===== src/rtl/exhaustive_vector_sequencer_if.sv =====
// Record stream carrying (vector, response) pairs from the sweep sequencer to its consumer.
interface exhaustive_vector_sequencer_if #(
  parameter int unsigned N_IN = 6
);
  logic            rec_valid;
  logic            rec_ready;
  logic [N_IN-1:0] rec_vec;
  logic            rec_resp;

  modport master (output rec_valid, output rec_vec, output rec_resp, input rec_ready);
  modport slave  (input rec_valid, input rec_vec, input rec_resp, output rec_ready);
endinterface


===== src/rtl/exhaustive_vector_sequencer.sv =====
// Sweeps all 2^N_IN vectors into a combinational block, emitting one (vector, response) record each.
// Optional MISR signature compaction is enabled by defining EXVS_MISR_EN.
module exhaustive_vector_sequencer #(
  parameter int unsigned N_IN   = 6,
  parameter int unsigned SETTLE = 1
) (
  input  logic                             CK,
  input  logic                             reset,
  input  logic                             start,
  input  logic                             abort,
  output logic [N_IN-1:0]                  vec_out,
  input  logic                             dut_out,
  exhaustive_vector_sequencer_if.master    rec,
  output logic                             busy,
  output logic                             done,
  output logic [15:0]                      signature
);

  localparam int unsigned CNT_W = 8;
  localparam logic [N_IN-1:0] IDX_LAST = '1;

  typedef enum logic [1:0] {ST_IDLE, ST_SETTLE, ST_EMIT, ST_DONE} state_t;

  state_t            state_q, state_d;
  logic [N_IN-1:0]   idx_q, idx_d;
  logic [CNT_W-1:0]  cnt_q, cnt_d;
  logic              rec_valid_q, rec_valid_d;
  logic [N_IN-1:0]   rec_vec_q, rec_vec_d;
  logic              rec_resp_q, rec_resp_d;
  logic              busy_q, busy_d;
  logic              done_q, done_d;

`ifdef EXVS_MISR_EN
  logic [15:0]       sig_q, sig_d;
  logic              fb;
  assign fb = sig_q[15] ^ rec_resp_q;
`endif

  // Next-state and next-output logic; abort overrides everything else.
  always_comb begin
    state_d     = state_q;
    idx_d       = idx_q;
    cnt_d       = cnt_q;
    rec_valid_d = rec_valid_q;
    rec_vec_d   = rec_vec_q;
    rec_resp_d  = rec_resp_q;
    busy_d      = busy_q;
    done_d      = done_q;
`ifdef EXVS_MISR_EN
    sig_d       = sig_q;
`endif

    case (state_q)
      ST_IDLE, ST_DONE: begin
        if (start) begin
          state_d = ST_SETTLE;
          idx_d   = '0;
          cnt_d   = CNT_W'(SETTLE);
          busy_d  = 1'b1;
          done_d  = 1'b0;
`ifdef EXVS_MISR_EN
          sig_d   = 16'h0000;
`endif
        end
      end
      ST_SETTLE: begin
        cnt_d = cnt_q - CNT_W'(1);
        if (cnt_q == CNT_W'(1)) begin
          rec_vec_d   = idx_q;
          rec_resp_d  = dut_out;
          rec_valid_d = 1'b1;
          state_d     = ST_EMIT;
        end
      end
      ST_EMIT: begin
        if (rec.rec_ready) begin
          rec_valid_d = 1'b0;
`ifdef EXVS_MISR_EN
          sig_d = {sig_q[14:0], 1'b0} ^ (fb ? 16'h1021 : 16'h0000);
`endif
          if (idx_q == IDX_LAST) begin
            state_d = ST_DONE;
            busy_d  = 1'b0;
            done_d  = 1'b1;
          end else begin
            idx_d   = idx_q + N_IN'(1);
            cnt_d   = CNT_W'(SETTLE);
            state_d = ST_SETTLE;
          end
        end
      end
      default: state_d = ST_IDLE;
    endcase

    if (abort) begin
      state_d     = ST_IDLE;
      idx_d       = '0;
      rec_valid_d = 1'b0;
      busy_d      = 1'b0;
      done_d      = 1'b0;
`ifdef EXVS_MISR_EN
      sig_d       = sig_q;
`endif
    end
  end

  always_ff @(posedge CK or posedge reset) begin
    if (reset) begin
      state_q     <= ST_IDLE;
      idx_q       <= '0;
      cnt_q       <= '0;
      rec_valid_q <= 1'b0;
      rec_vec_q   <= '0;
      rec_resp_q  <= 1'b0;
      busy_q      <= 1'b0;
      done_q      <= 1'b0;
    end else begin
      state_q     <= state_d;
      idx_q       <= idx_d;
      cnt_q       <= cnt_d;
      rec_valid_q <= rec_valid_d;
      rec_vec_q   <= rec_vec_d;
      rec_resp_q  <= rec_resp_d;
      busy_q      <= busy_d;
      done_q      <= done_d;
    end
  end

`ifdef EXVS_MISR_EN
  always_ff @(posedge CK or posedge reset) begin
    if (reset) sig_q <= 16'h0000;
    else       sig_q <= sig_d;
  end
  assign signature = sig_q;
`else
  assign signature = 16'h0000;
`endif

  assign vec_out       = idx_q;
  assign rec.rec_valid = rec_valid_q;
  assign rec.rec_vec   = rec_vec_q;
  assign rec.rec_resp  = rec_resp_q;
  assign busy          = busy_q;
  assign done          = done_q;

endmodule


===== src/flat_wrapper.sv =====
// flat-port wrapper written by rule: the top's interface ports become plain ports
module exhaustive_vector_sequencer_flat 
#(
  parameter int unsigned N_IN   = 6,
  parameter int unsigned SETTLE = 1
)
  (CK, reset, start, abort, vec_out, dut_out, busy, done, signature, rec_rec_valid, rec_rec_vec, rec_rec_resp, rec_rec_ready);
  exhaustive_vector_sequencer_if #(.N_IN(N_IN)) rec_i ();
  input  logic CK;
  input  logic reset;
  input  logic start;
  input  logic abort;
  output logic [N_IN-1:0] vec_out;
  input  logic dut_out;
  output logic busy;
  output logic done;
  output logic [15:0] signature;
  output wire logic [$bits(rec_i.rec_valid)-1:0] rec_rec_valid;
  output wire logic [$bits(rec_i.rec_vec)-1:0] rec_rec_vec;
  output wire logic [$bits(rec_i.rec_resp)-1:0] rec_rec_resp;
  input wire logic [$bits(rec_i.rec_ready)-1:0] rec_rec_ready;
  assign rec_rec_valid = rec_i.rec_valid;
  assign rec_rec_vec = rec_i.rec_vec;
  assign rec_rec_resp = rec_i.rec_resp;
  assign rec_i.rec_ready = rec_rec_ready;
  exhaustive_vector_sequencer #(.N_IN(N_IN), .SETTLE(SETTLE)) u_core (.CK(CK), .reset(reset), .start(start), .abort(abort), .vec_out(vec_out), .dut_out(dut_out), .rec(rec_i), .busy(busy), .done(done), .signature(signature));
endmodule

===== config.mk =====
export PLATFORM = sky130hd
export DESIGN_NAME = exhaustive_vector_sequencer_flat
export DESIGN_NICKNAME = d
export VERILOG_FILES = /design/src/rtl/exhaustive_vector_sequencer_if.sv /design/src/rtl/exhaustive_vector_sequencer.sv /design/src/flat_wrapper.sv
export SDC_FILE = /design/constraint.sdc
export NUM_CORES = 1
export LEC_CHECK = 0
export BUFFER_PORTS_ARGS = -buffer_cell sky130_fd_sc_hd__buf_2
export CAP_MARGIN = 20
export CORE_MARGIN = 2
export CORE_UTILIZATION = 25
export CTS_BUF_LIST = sky130_fd_sc_hd__clkbuf_8
export DETAILED_ROUTE_END_ITERATION = 10
export SYNTH_ARGS = -nofsm -noshare
export SYNTH_HDL_FRONTEND = slang
export SYNTH_SLANG_ARGS = --single-unit

===== constraint.sdc =====
create_clock -name CK -period 1.6 [get_ports CK]
set_input_delay 0 -clock CK [delete_from_list [all_inputs] [get_ports CK]]
set_output_delay 0 -clock CK [all_outputs]
set_load 0.02 [all_outputs]

# Word level (Yosys, flattened, before mapping)
# Cells that the tools add are included.
[op_classes]
add_sub_neg = 2
eq_ne = 13
muxes = 29
reduce_logical = 10
[op_table]
columns = ["operator", "count"]
rows = [
  ["6-bit two-way mux", 4],
  ["8-bit two-way mux", 3],
  ["8-bit one-hot mux with 3 select lines", 1],
  ["6-bit one-hot mux with 2 select lines", 1],
  ["1-bit two-way mux", 11],
  ["2-bit two-way mux", 5],
  ["3-bit inequality test (second input constant)", 3],
  ["3-bit AND reduction", 3],
  ["8-bit by 1-bit == test with 1-bit output (second input constant)", 1],
  ["4-bit AND reduction", 2],
  ["8-bit by 1-bit subtractor with 8-bit output (second input constant)", 1],
  ["6-bit by 1-bit adder with 6-bit output (second input constant)", 1],
  ["6-bit == test (second input constant)", 1],
  ["2-bit inequality test (second input constant)", 3],
  ["3-bit by 2-bit inequality test with 1-bit output (second input constant)", 2],
  ["1-bit one-hot mux with 2 select lines", 3],
  ["2-bit one-hot mux with 3 select lines", 1],
  ["3-bit nonzero test", 2],
  ["2-bit == test (second input constant)", 2],
  ["2-bit by 1-bit == test with 1-bit output (second input constant)", 1],
  ["2-bit logical NOT", 1],
  ["2-bit AND reduction", 1],
  ["2-bit OR reduction", 1],
]
[totals]
register_bits = 26
in_bits = 6
output_inout_bits = 32
wordCells = 62

# Logic depth before layout (Yosys ltp)
[depth]
depth_word = 5
ltp_mapped = 7

# Worst setup path after synthesis
# Ideal clock, no wire load.
[synth_timing]
path_kind = "reg2reg"
from = "reg u_core.idx_q[0] (netlist: u_core.vec_out[0])"
to = "reg u_core.cnt_q[5]"
t_arrival_ns = 1.800
required_ns = 1.501
slack_ns = -0.299
path_stages_with_launch = 8
n_path_buf = 2
synth_period_minus_slack_ns = 1.899
cell_sequence = "dfrtp_1 -> ha_1 -> and4_4 -> and3_4 -> buf_6 -> or2_1 -> buf_6 -> o311ai_4"
[synth_via]
elab_chain_cells = 3
[synth_lines]
columns = ["item", "line_no", "rtl"]
rows = [
  ["start, declared", "exhaustive_vector_sequencer.sv:25", "logic [N_IN-1:0] idx_q, idx_d;"],
  ["start signal, assigned", "exhaustive_vector_sequencer.sv:119", "idx_q <= idx_d;"],
  ["6-bit == test", "exhaustive_vector_sequencer.sv:81", "if (idx_q == IDX_LAST) begin"],
  ["2-bit inequality test (no source line)", "n/a", ""],
  ["3-bit AND reduction (no source line)", "n/a", ""],
  ["end signal, assigned", "exhaustive_vector_sequencer.sv:120", "cnt_q <= cnt_d;"],
  ["end, declared", "exhaustive_vector_sequencer.sv:26", "logic [CNT_W-1:0] cnt_q, cnt_d;"],
]
# No other way between the ends.
# A chain may end at the register's enable or synchronous reset.

# Worst setup path after layout
[layout_timing]
from = "reg u_core.state_q[1]"
to = "reg u_core.idx_q[0] (netlist: u_core.vec_out[0])"
[layout_via]
elab_chain_cells = 4
[layout_lines]
columns = ["item", "line_no", "rtl"]
rows = [
  ["start, declared", "exhaustive_vector_sequencer.sv:24", "state_t state_q, state_d;"],
  ["start signal, assigned", "exhaustive_vector_sequencer.sv:118", "state_q <= state_d;"],
  ["2-bit == test or 2-bit logical NOT (tied branches)", "exhaustive_vector_sequencer.sv:53", "case (state_q)"],
  ["2-bit OR reduction", "exhaustive_vector_sequencer.sv:53", ""],
  ["3-bit inequality test (no source line) (tied with other cells)", "n/a", ""],
  ["4-bit AND reduction (no source line) or 6-bit two-way mux (tied branches)", "n/a", ""],
]
# Several ways; a longest one is shown, not always the timed one.

==> impl_metrics.csv <==
group,metric,value,unit
synth,synth_cells,157,
place,io_buffer_count,21,
cells_and_area,drive_gt1_share,46.3,%
cells_and_area,design_area,0.00221,mm2
clock_network,clk-insertion-delay-late,280,ps
timing,skew,3.11,ps
route,firstDrtPassIters,4,
timing,fmax,629,MHz
floorplanning,die_w,83.2,um
floorplanning,io_pins,38,
floorplanning,dieArea,0.00693,mm2
clock_network,cts_tree,"built",
critical_path,critPathKind,"reg -> reg",
cells_and_area,syn_to_final_growth,40.7,%
synth,synth_edf_count,0,
timing,setup_tns,0,ps
power_and_ir_drop,ir_drop,0.000501,V
route,vias,1316,
clock_network,cts_inserted_buffers,3,
clock_network,cts-root-buf,"clkbuf_8",
outcome,outcome,"complete, no violations",
critical_path,cpPeakStageDelay,430,ps
place,dpl.hpwl,2.58,mm
floorplanning,die_y,83.2,um
floorplanning,start_util,26.2,%
route,avgViaCountPerCell,4.55,
route,drt_iter0_markers,66,
critical_path,cp.required,1770,ps
place,place_area,0.00193,mm2
global_route,grt_max_degree,27,
timing,layout_min_cycle_time,1590,ps
global_route,grt.overflow.total,0,
synth,synthFlopType,"dfrtp_1",
route,drt_wl_total,3.69,mm
floorplanning,fp-row-count,28,
critical_path,cp_cell_sequence,"ha_4 -> nor2b_4 -> o31ai_4 -> o21ai_1 -> mux2_4",
route,drc,0,
global_route,grt_pass1_wl,6.30,mm
place,pre_cts_ws,-186,ps
timing,slew_viol_final,0,
clock_network,clock-sinks,26,
floorplanning,core,0.00599,mm2
critical_path,critPathMaxFanout,4,
place,gp_congestion,0.766,
synth,synthArstFlopShare,100,%
critical_path,critPathArrivalTime,1760,ps
timing,setup_viol,0,
route,wire_per_inst,12.8,um
critical_path,worst_setup_path_start_kind,"flop",
run,maxCapViolations,0,
global_route,grtUsageTotal,10.9,%
synth,yosysWarnings,0,
timing,finalWorstSetupSlack,11.1,ps
timing,rsz0062_at_grt,"yes",
timing,period_share,99.3,%
synth,syn_area,0.00157,mm2
power_and_ir_drop,p_leak,1.08,nW
cells_and_area,diodes,0,
clock_network,htreeDepth,1,
clock_network,cts_buffer_depth,2,
synth,synth_cell_types,42,
critical_path,endpoint_kind,"flop",
synth,synth-seq-cells,26,
min_path,min_path_type,"in -> reg",
global_route,grt_pass1_vias,1278,
synth,synth_seq_area_share,41.5,%
power_and_ir_drop,p_per_area,1630,mW/mm2
synth,syn_avg_cell_area,9.99,um2
cells_and_area,n_fill_cell,604,
clock_network,clk_pin_slew,100,ps
cells_and_area,fin_nets,226,
critical_path,crit_path_top_delay_cell,"dfrtp_1",
global_route,grt_antenna_before_repair,0,
route,drtAntennaViolNets,0,
timing,final_hold_viol_count,0,
==> final cells by class <==
class / instances / area [um2] / share of cell area, %
well taps: 75 / 93.8 / 4.25
clock buffers: 3 / 41.3 / 1.87
repair buffers: 60 / 414 / 18.8
multi-input cells: 116 / 943 / 42.7
flip-flops and latches: 26 / 654 / 29.6
clock inverters: 1 / 30.0 / 1.36
inverters: 8 / 30.0 / 1.36
==> through the flow <==
step / hold WS [ps] / total power [mW] / cells / util [%]
2_1_floorplan: 39.9 / 1.96 / 172 / -
3_3_place_gp: 78.7 / 2.56 / 278 / 32.2
3_5_place_dp: 85.1 / 2.58 / 278 / 32.2
4_1_cts: 82.2 / 3.49 / 288 / 35.9
5_1_grt: 182 / 3.87 / 289 / 36.8
6_report: 163 / 3.60 / 289 / 36.8
==> routing by layer <==
layer / vias up / wire, um / global-route usage [%]
met5: - / 0 / 0
met4: 0 / 46 / 3.13
met3: 5 / 94 / 1.49
met2: 20 / 1830 / 18.0
met1: 648 / 1720 / 15.0
li1: 643 / - / -
==> sequential cells by signal, indices dropped and copies added (netlist names) <==
register / cells
u_core.rec.rec_resp: 1
u_core.busy: 1
u_core.rec.rec_vec: 6
u_core.done: 1
u_core.cnt_q: 8
u_core.state_q: 2
u_core.vec_out: 6
u_core.rec.rec_valid: 1
==> path summary, 6_finish.rpt <==
path                            slack, ps                           endpoint                               from  cells after the start
worst max-delay path                   10      u_core.vec_out[0]$_DFFE_PP0P_      u_core.state_q[1]$_DFFE_PP0P_                      5
max in group asynchronous            1010      u_core.vec_out[1]$_DFFE_PP0P_                              reset                      4
worst min-delay path                  160   u_core.rec.rec_valid$_DFFE_PP0P_                      rec_rec_ready                      4
worst max register to register         10      u_core.vec_out[0]$_DFFE_PP0P_      u_core.state_q[1]$_DFFE_PP0P_                      5
worst min register to register        510  u_core.rec.rec_vec[3]$_DFFE_PP0P_  u_core.rec.rec_vec[3]$_DFFE_PP0P_                      1
min in group asynchronous             320        u_core.cnt_q[5]$_DFFE_PP0P_                              reset                      4
==> synth_stat cells, types with 4 or more instances <==
cell type / count / area, um2
nor2b_1: 4 / 25.0
dfrtp_1: 26 / 651
ha_1: 5 / 62.6
inv_1: 8 / 30.0
buf_4: 16 / 120
nor2_1: 6 / 22.5
o21ai_0: 10 / 50.1
nand2_1: 10 / 37.5
nand2b_1: 4 / 25.0
mux2_2: 8 / 90.1
a21oi_1: 9 / 45.0
nand3_1: 4 / 20.0
==> worst max-delay path: cells and delay by family, from the launching register on <==
family,cells,cell delay [ps]
AO/OA/AOI/OAI,2,380
adder cells (fa/ha/maj),1,270
flip-flops,1,430
multiplexers,1,270
AND/OR/NAND/NOR,1,130
==> logic make-up (layout without fill, tap and decap cells) <==
| group | after synthesis | count (layout) | synth area share [%] |
|---|---|---|---|
| other | 1 | 16 | 0.239 |
| muxes | 10 | 10 | 7.02 |
| and+or+nand+nor | 46 | 46 | 17.1 |
| DFF | 26 | 26 | 41.5 |
| adders and majority gates | 5 | 5 | 3.99 |
| buffers and inverters | 30 | 72 | 12.1 |
| AOI/OAI and AO/OA | 39 | 39 | 18.1 |
==> power breakdown <==
part	switching, mW	internal, mW	total, mW
clock network	0.230	0.335	0.565
registers	0.176	0.794	0.970
logic	0.961	1.10	2.06
==> cells in the final DEF (no fill, tap or decap), types with 2 or more instances in the layout <==
| cell type | Yosys | layout |
|---|---|---|
| o21ai_0 | 10 | 6 |
| clkbuf_8 | 0 | 3 |
| dfrtp_1 | 26 | 23 |
| and3_1 | 2 | 2 |
| inv_2 | 0 | 3 |
| a21oi_1 | 9 | 8 |
| a211o_1 | 2 | 2 |
| o21ai_1 | 0 | 3 |
| ha_4 | 0 | 5 |
| nand3b_1 | 3 | 3 |
| dlygate4sd3_1 | 0 | 3 |
| buf_2 | 2 | 22 |
| nor2b_1 | 4 | 2 |
| buf_6 | 2 | 3 |
| nor3_1 | 3 | 3 |
| dfrtp_2 | 0 | 3 |
| nand2b_1 | 4 | 4 |
| nand2_1 | 10 | 9 |
| nor2b_4 | 0 | 2 |
| conb_1 | 1 | 16 |
| o221ai_1 | 3 | 3 |
| a31o_2 | 2 | 2 |
| mux2i_1 | 2 | 2 |
| nor2_1 | 6 | 5 |
| a22o_1 | 3 | 3 |
| mux2_2 | 8 | 7 |
| inv_1 | 8 | 5 |
| buf_4 | 16 | 32 |
| nand3_1 | 4 | 3 |
==> repair_timing <==
action                     in CTS  in global routing
cloned                          1                  0
hold endpoints to repair       29                  0
setup buffers                   3                  1
hold buffers                    3                  0
gates resized for setup        24                 15
pin swaps                       4                  4
setup endpoints to repair      25                 25
Power figures use the tool's default switching activity.
